File: src/rtl/trng_pkg.sv
// Shared types and default parameters for the TRNG sampler slice.
// Optional health test is enabled with the TRNG_RCT_EN macro.
package trng_pkg;

    typedef enum logic {
        VN_IDLE       = 1'b0,
        VN_HAVE_FIRST = 1'b1
    } vn_state_e;

    localparam int unsigned TRNG_WIDTH       = 8;
    localparam int unsigned TRNG_SYNC_STAGES = 2;
    localparam int unsigned TRNG_RCT_LIMIT   = 32;

endpackage

File: src/rtl/bit_sync.sv
// Multi-flop synchronizer for a single asynchronous bit.
// Async active-high reset clears every stage.
module bit_sync
    import trng_pkg::*;
#(
    parameter int unsigned SYNC_STAGES = TRNG_SYNC_STAGES
) (
    input  logic clk_i,
    input  logic rst_i,
    input  logic d_i,
    output logic q_o
);

    logic [SYNC_STAGES-1:0] sync_q;

    always_ff @(posedge clk_i or posedge rst_i) begin
        if (rst_i) sync_q <= '0;
        else       sync_q <= {sync_q[SYNC_STAGES-2:0], d_i};
    end

    assign q_o = sync_q[SYNC_STAGES-1];

endmodule

File: src/rtl/trng_sampler.sv
// Samples a ring-oscillator bit on divider toggles, Von Neumann debiases it and packs words.
// Define TRNG_RCT_EN to add the sticky repetition-count health test.
module trng_sampler
    import trng_pkg::*;
#(
    parameter int unsigned WIDTH       = TRNG_WIDTH,
    parameter int unsigned SYNC_STAGES = TRNG_SYNC_STAGES,
    parameter int unsigned RCT_LIMIT   = TRNG_RCT_LIMIT
) (
    input  logic             clk,
    input  logic             rst,
    input  logic             sample_tick,
    input  logic             raw_bit,
    input  logic             out_ready,
    output logic [WIDTH-1:0] out_data,
    output logic             out_valid,
    output logic             overrun,
    output logic             rct_fail
);

    localparam int unsigned CW = $clog2(WIDTH + 1);
    localparam logic [CW-1:0] FULL = CW'(WIDTH);

    logic             tick_q;
    logic             s_bit;
    logic             ev;
    vn_state_e        vn_q, vn_d;
    logic             first_q, first_d;
    logic             db_valid, db_bit;
    logic [WIDTH-1:0] shift_q, shift_d;
    logic [WIDTH-1:0] data_q, data_d;
    logic [CW-1:0]    count_q, count_d;
    logic             valid_q, valid_d;
    logic             ovr_q, ovr_d;
    logic             xfer;
    logic             block;

    bit_sync #(.SYNC_STAGES(SYNC_STAGES)) u_sync (
        .clk_i (clk),
        .rst_i (rst),
        .d_i   (raw_bit),
        .q_o   (s_bit)
    );

    assign ev = sample_tick ^ tick_q;

    always_comb begin
        vn_d     = vn_q;
        first_d  = first_q;
        db_valid = 1'b0;
        db_bit   = first_q;
        if (ev) begin
            unique case (vn_q)
                VN_IDLE: begin
                    first_d = s_bit;
                    vn_d    = VN_HAVE_FIRST;
                end
                VN_HAVE_FIRST: begin
                    db_valid = (s_bit != first_q);
                    vn_d     = VN_IDLE;
                end
                default: vn_d = VN_IDLE;
            endcase
        end
    end

    // A full word moves out in the same cycle a new bit lands, so the bit starts the next word.
    always_comb begin
        shift_d = shift_q;
        data_d  = data_q;
        count_d = count_q;
        valid_d = valid_q;
        ovr_d   = 1'b0;
        xfer    = (count_q == FULL) && (!valid_q || out_ready) && !block;
        if (xfer) begin
            data_d  = shift_q;
            valid_d = 1'b1;
            count_d = '0;
        end else if (out_ready) begin
            valid_d = 1'b0;
        end
        if (db_valid) begin
            if (xfer || (count_q != FULL)) begin
                shift_d = {shift_q[WIDTH-2:0], db_bit};
                count_d = xfer ? CW'(1) : count_q + 1'b1;
            end else begin
                ovr_d = 1'b1;
            end
        end
    end

    always_ff @(posedge clk or posedge rst) begin
        if (rst) begin
            tick_q  <= 1'b0;
            vn_q    <= VN_IDLE;
            first_q <= 1'b0;
            shift_q <= '0;
            data_q  <= '0;
            count_q <= '0;
            valid_q <= 1'b0;
            ovr_q   <= 1'b0;
        end else begin
            tick_q  <= sample_tick;
            vn_q    <= vn_d;
            first_q <= first_d;
            shift_q <= shift_d;
            data_q  <= data_d;
            count_q <= count_d;
            valid_q <= valid_d;
            ovr_q   <= ovr_d;
        end
    end

`ifdef TRNG_RCT_EN
    localparam int unsigned RW = $clog2(RCT_LIMIT + 1);

    logic [RW-1:0] rct_q, rct_d;
    logic          prev_q;
    logic          fail_q, fail_d;

    always_comb begin
        rct_d  = rct_q;
        fail_d = fail_q;
        if (ev) begin
            if (s_bit != prev_q)              rct_d = RW'(1);
            else if (rct_q != RW'(RCT_LIMIT)) rct_d = rct_q + 1'b1;
            if (rct_d == RW'(RCT_LIMIT))      fail_d = 1'b1;
        end
    end

    always_ff @(posedge clk or posedge rst) begin
        if (rst) begin
            rct_q  <= '0;
            prev_q <= 1'b0;
            fail_q <= 1'b0;
        end else begin
            rct_q  <= rct_d;
            prev_q <= ev ? s_bit : prev_q;
            fail_q <= fail_d;
        end
    end

    assign block    = fail_q;
    assign rct_fail = fail_q;
`else
    assign block    = 1'b0;
    assign rct_fail = 1'b0;
`endif

    assign out_data  = data_q;
    assign out_valid = valid_q;
    assign overrun   = ovr_q;

endmodule

File: config.mk
export PLATFORM = sky130hd
export DESIGN_NAME = trng_sampler
export DESIGN_NICKNAME = d
export VERILOG_FILES = /design/src/rtl/trng_pkg.sv /design/src/rtl/bit_sync.sv /design/src/rtl/trng_sampler.sv
export SDC_FILE = /design/constraint.sdc
export NUM_CORES = 1
export LEC_CHECK = 0
export BUFFER_PORTS_ARGS = -buffer_cell sky130_fd_sc_hd__buf_2
export CAP_MARGIN = 20
export CORE_MARGIN = 5
export CORE_UTILIZATION = 49
export DETAILED_ROUTE_END_ITERATION = 8
export PLACE_DENSITY = 0.73
export SLEW_MARGIN = 25
export SYNTH_ARGS = -nofsm -noshare
export SYNTH_HDL_FRONTEND = slang
export SYNTH_SLANG_ARGS = --single-unit
File: constraint.sdc
create_clock -name clk -period 1.5 [get_ports clk]
set_input_delay 0.075 -clock clk [delete_from_list [all_inputs] [get_ports clk]]
set_output_delay 0.075 -clock clk [all_outputs]
set_load 0.05 [all_outputs]
==> impl_metrics.ini <==
[outcome]
status = finished, violations left
violations = setup timing

[synth]
synth_seq_cells = 27
ys_top_cells_by_area = dfrtp_1 59%, mux2_2 18%, xor2_2 2.8%, o2111ai_4 2.3%, ha_1 2.2%
yosysTopAreaCellShare = 0.5908
synth.most_common_cell = dfrtp_1
synth.yosys.seq_area_share = 0.5908
syn_area_um2 = 1144
synthArstFlopShare = 1.000
synth-edff-count = 0
syn_nets = 84
postSynthAreaPerCell_um2 = 14.85
synthFlopType = dfrtp_1
yosysUniqueCellTypes = 26
yosysWarnings = 0
yosysTopAreaCell = dfrtp_1
netlist_instances = 77
yosys-top-cells-count = 27 x dfrtp_1, 18 x mux2_2, 3 x inv_1

[route]
wl_per_cell_um = 15.07
drt-initial-drc-count = 12
totalWireLength_um = 2215
vias_per_cell = 5.184
dr.pass1.iters = 4
num_vias = 762
drc = 0
final_antenna_net_count = 0

[power_and_ir_drop]
peakVddDrop_v = 0.001336
power.leakage_nw = 0.7896
power_density_nw_per_um2 = 1845

[layout]
syn2layout_area_growth_pct = 36.54
layout.nets = 127
fillers = 154
antenna_cells = 0
ff_latch_area_um2 = 680.7
drive_gt1_frac = 0.6050
multi_input_area_um2 = 539.3
fin_area_um2 = 1562

[timing]
fmax_ghz = 0.6453
fin_hold_ws_ns = 0.1908
drv_slew = 0
hold_violations = 0
setup_viol = 12
setup_ws_ns = -0.04958
rsz0062_at_grt = yes
finalClockSkew_ns = 0.001737
finalCritPeriodShare = 1.033
period_minus_slack_ns = 1.550

[cts]
cts_root_buf = clkbuf_4
cts.sinks = 27
cts_tree = built
cts_made_buffers = 3
cts.htree.levels = 1
clkTransAtPathRegs_ns = 0.14
cts_max_path_buffers = 2
worstSkewPairLatency_ns = 0.32

[global_routing]
grt_pass1_vias = 783
antenna_found_initial = 0
grt_pass1_wl_um = 3594
grt_use_total = 0.1374
grt_remaining_overflow = 0
grt_max_degree = 28

[placement]
place_ws_ns = -0.05661
hpwl_um = 1423
numPortBuffers = 14
gp_congestion = 0.8073
postPlaceCellArea_um2 = 1364

[worst_hold_path]
min_to = count_q[3]$_DFF_PP0_
hold_start = out_ready
hp-class = input pin to flop
min_path_cells = 4

[floorplanning]
core_um2 = 2212
die_width_um = 58.31
die_y_um = 58.31
num_rows = 17
dieArea_um2 = 3400
num_io_pins = 16
start_util = 0.5170

[critical_path]
path_class = flop to flop
arrival_ns = 1.77
r2r_start = count_q[0]$_DFF_PP0_
cp_max_fo = 5
r2r-end = shift_q[3]$_DFFE_PP0P_
required_ns = 1.72
cp-start-kind = flop
critPathCaptureType = flop
r2r_slack_ns = -0.05
ff2ff_path_depth = 5

[flow_run]
maxCapViolCount = 0
cell type report:
type,count,area share
Sequential cell,27,0.4359
Tap cell,28,0.02244
Timing Repair Buffer,39,0.1723
Multi-Input combinational cell,46,0.3454
Inverter,3,0.007212
Clock buffer,4,0.01683
per-layer routing:
| metal | part of all wire | vias up | GRT usage |
|---|---|---|---|
| met5 | 0 | - | 0 |
| met4 | 0.0077 | 0 | 0.04967 |
| met3 | 0.031 | 2 | 0.02193 |
| met2 | 0.52 | 11 | 0.2233 |
| met1 | 0.44 | 389 | 0.1856 |
| li1 | - | 360 | - |
critical path, stage by stage (launching register included):
cell,delay (ns)
dfrtp_1,0.41
inv_2,0.09
ha_4,0.15
nand3b_4,0.12
o2111ai_4,0.34
mux2_4,0.34
state kept, by name (all words and copies together) (netlist names), 2 cells and up:
signal / cells
shift_q: 8
u_sync.sync_q: 2
count_q: 4
out_data: 8
metrics by stage:
| stage | std cells | utilization | power, mW | setup TNS (ns) |
|---|---|---|---|---|
| final | 147 | 0.7059 | 2.882 | -0.2529 |
| after global placement | 131 | 0.6165 | 2.254 | -0.2094 |
| after floorplan | 77 | - | 1.911 | -0.2763 |
| after global routing | 147 | 0.7059 | 3.080 | -1.427 |
| after detailed placement | 131 | 0.6165 | 2.295 | -0.3651 |
| after CTS | 140 | 0.6623 | 2.669 | -0.1885 |
cells by family after synthesis:
logic type / share of synthesized area
flip-flops: 0.5908
multiplexers: 0.1772
other: 0.003279
AO/OA/AOI/OAI: 0.06018
AND/OR/NAND/NOR: 0.08972
XOR/XNOR: 0.03611
adder cells (fa/ha/maj): 0.02188
buffers and inverters: 0.02079
placed cells by master (no fill, tap or decap), types with 3 or more instances in the layout:
cell,count
mux2_4,6
dfrtp_1,23
buf_4,21
buf_2,14
clkbuf_4,3
dlygate4sd3_1,3
mux2_2,12
dfrtp_2,4
worst max-delay path by stage:
stage                         startpoint                      to  slack (ns)  cells past startpoint
floorplan           count_q[0]$_DFF_PP0_  shift_q[0]$_DFFE_PP0P_       -0.02                      5
global placement    count_q[1]$_DFF_PP0_  shift_q[2]$_DFFE_PP0P_       -0.03                      5
detailed placement  count_q[1]$_DFF_PP0_  shift_q[0]$_DFFE_PP0P_       -0.06                      5
CTS                 count_q[1]$_DFF_PP0_  shift_q[0]$_DFFE_PP0P_       -0.04                      5
global route        count_q[0]$_DFF_PP0_  shift_q[0]$_DFFE_PP0P_       -0.11                      5
finish              count_q[0]$_DFF_PP0_  shift_q[3]$_DFFE_PP0P_       -0.05                      5
power by group:
part	switching (mW)	internal [mW]	leakage, nW	total (mW)
Combinational	0.681	0.718	0.432	1.40
Clock	0.208	0.104	0.0150	0.312
Sequential	0.200	0.971	0.343	1.17
Total	1.09	1.79	0.790	2.88
repair_timing:
| action | in CTS | in global routing |
|---|---|---|
| pin swaps | 3 | 5 |
| gates resized for setup | 2 | 12 |
| setup endpoints to repair | 8 | 20 |
| cloned | 1 | 0 |
| setup buffers | 1 | 7 |
| endpoints found under the hold margin | 29 | 0 |
| hold buffers | 3 | 0 |
(Power assumes the default switching activity.)
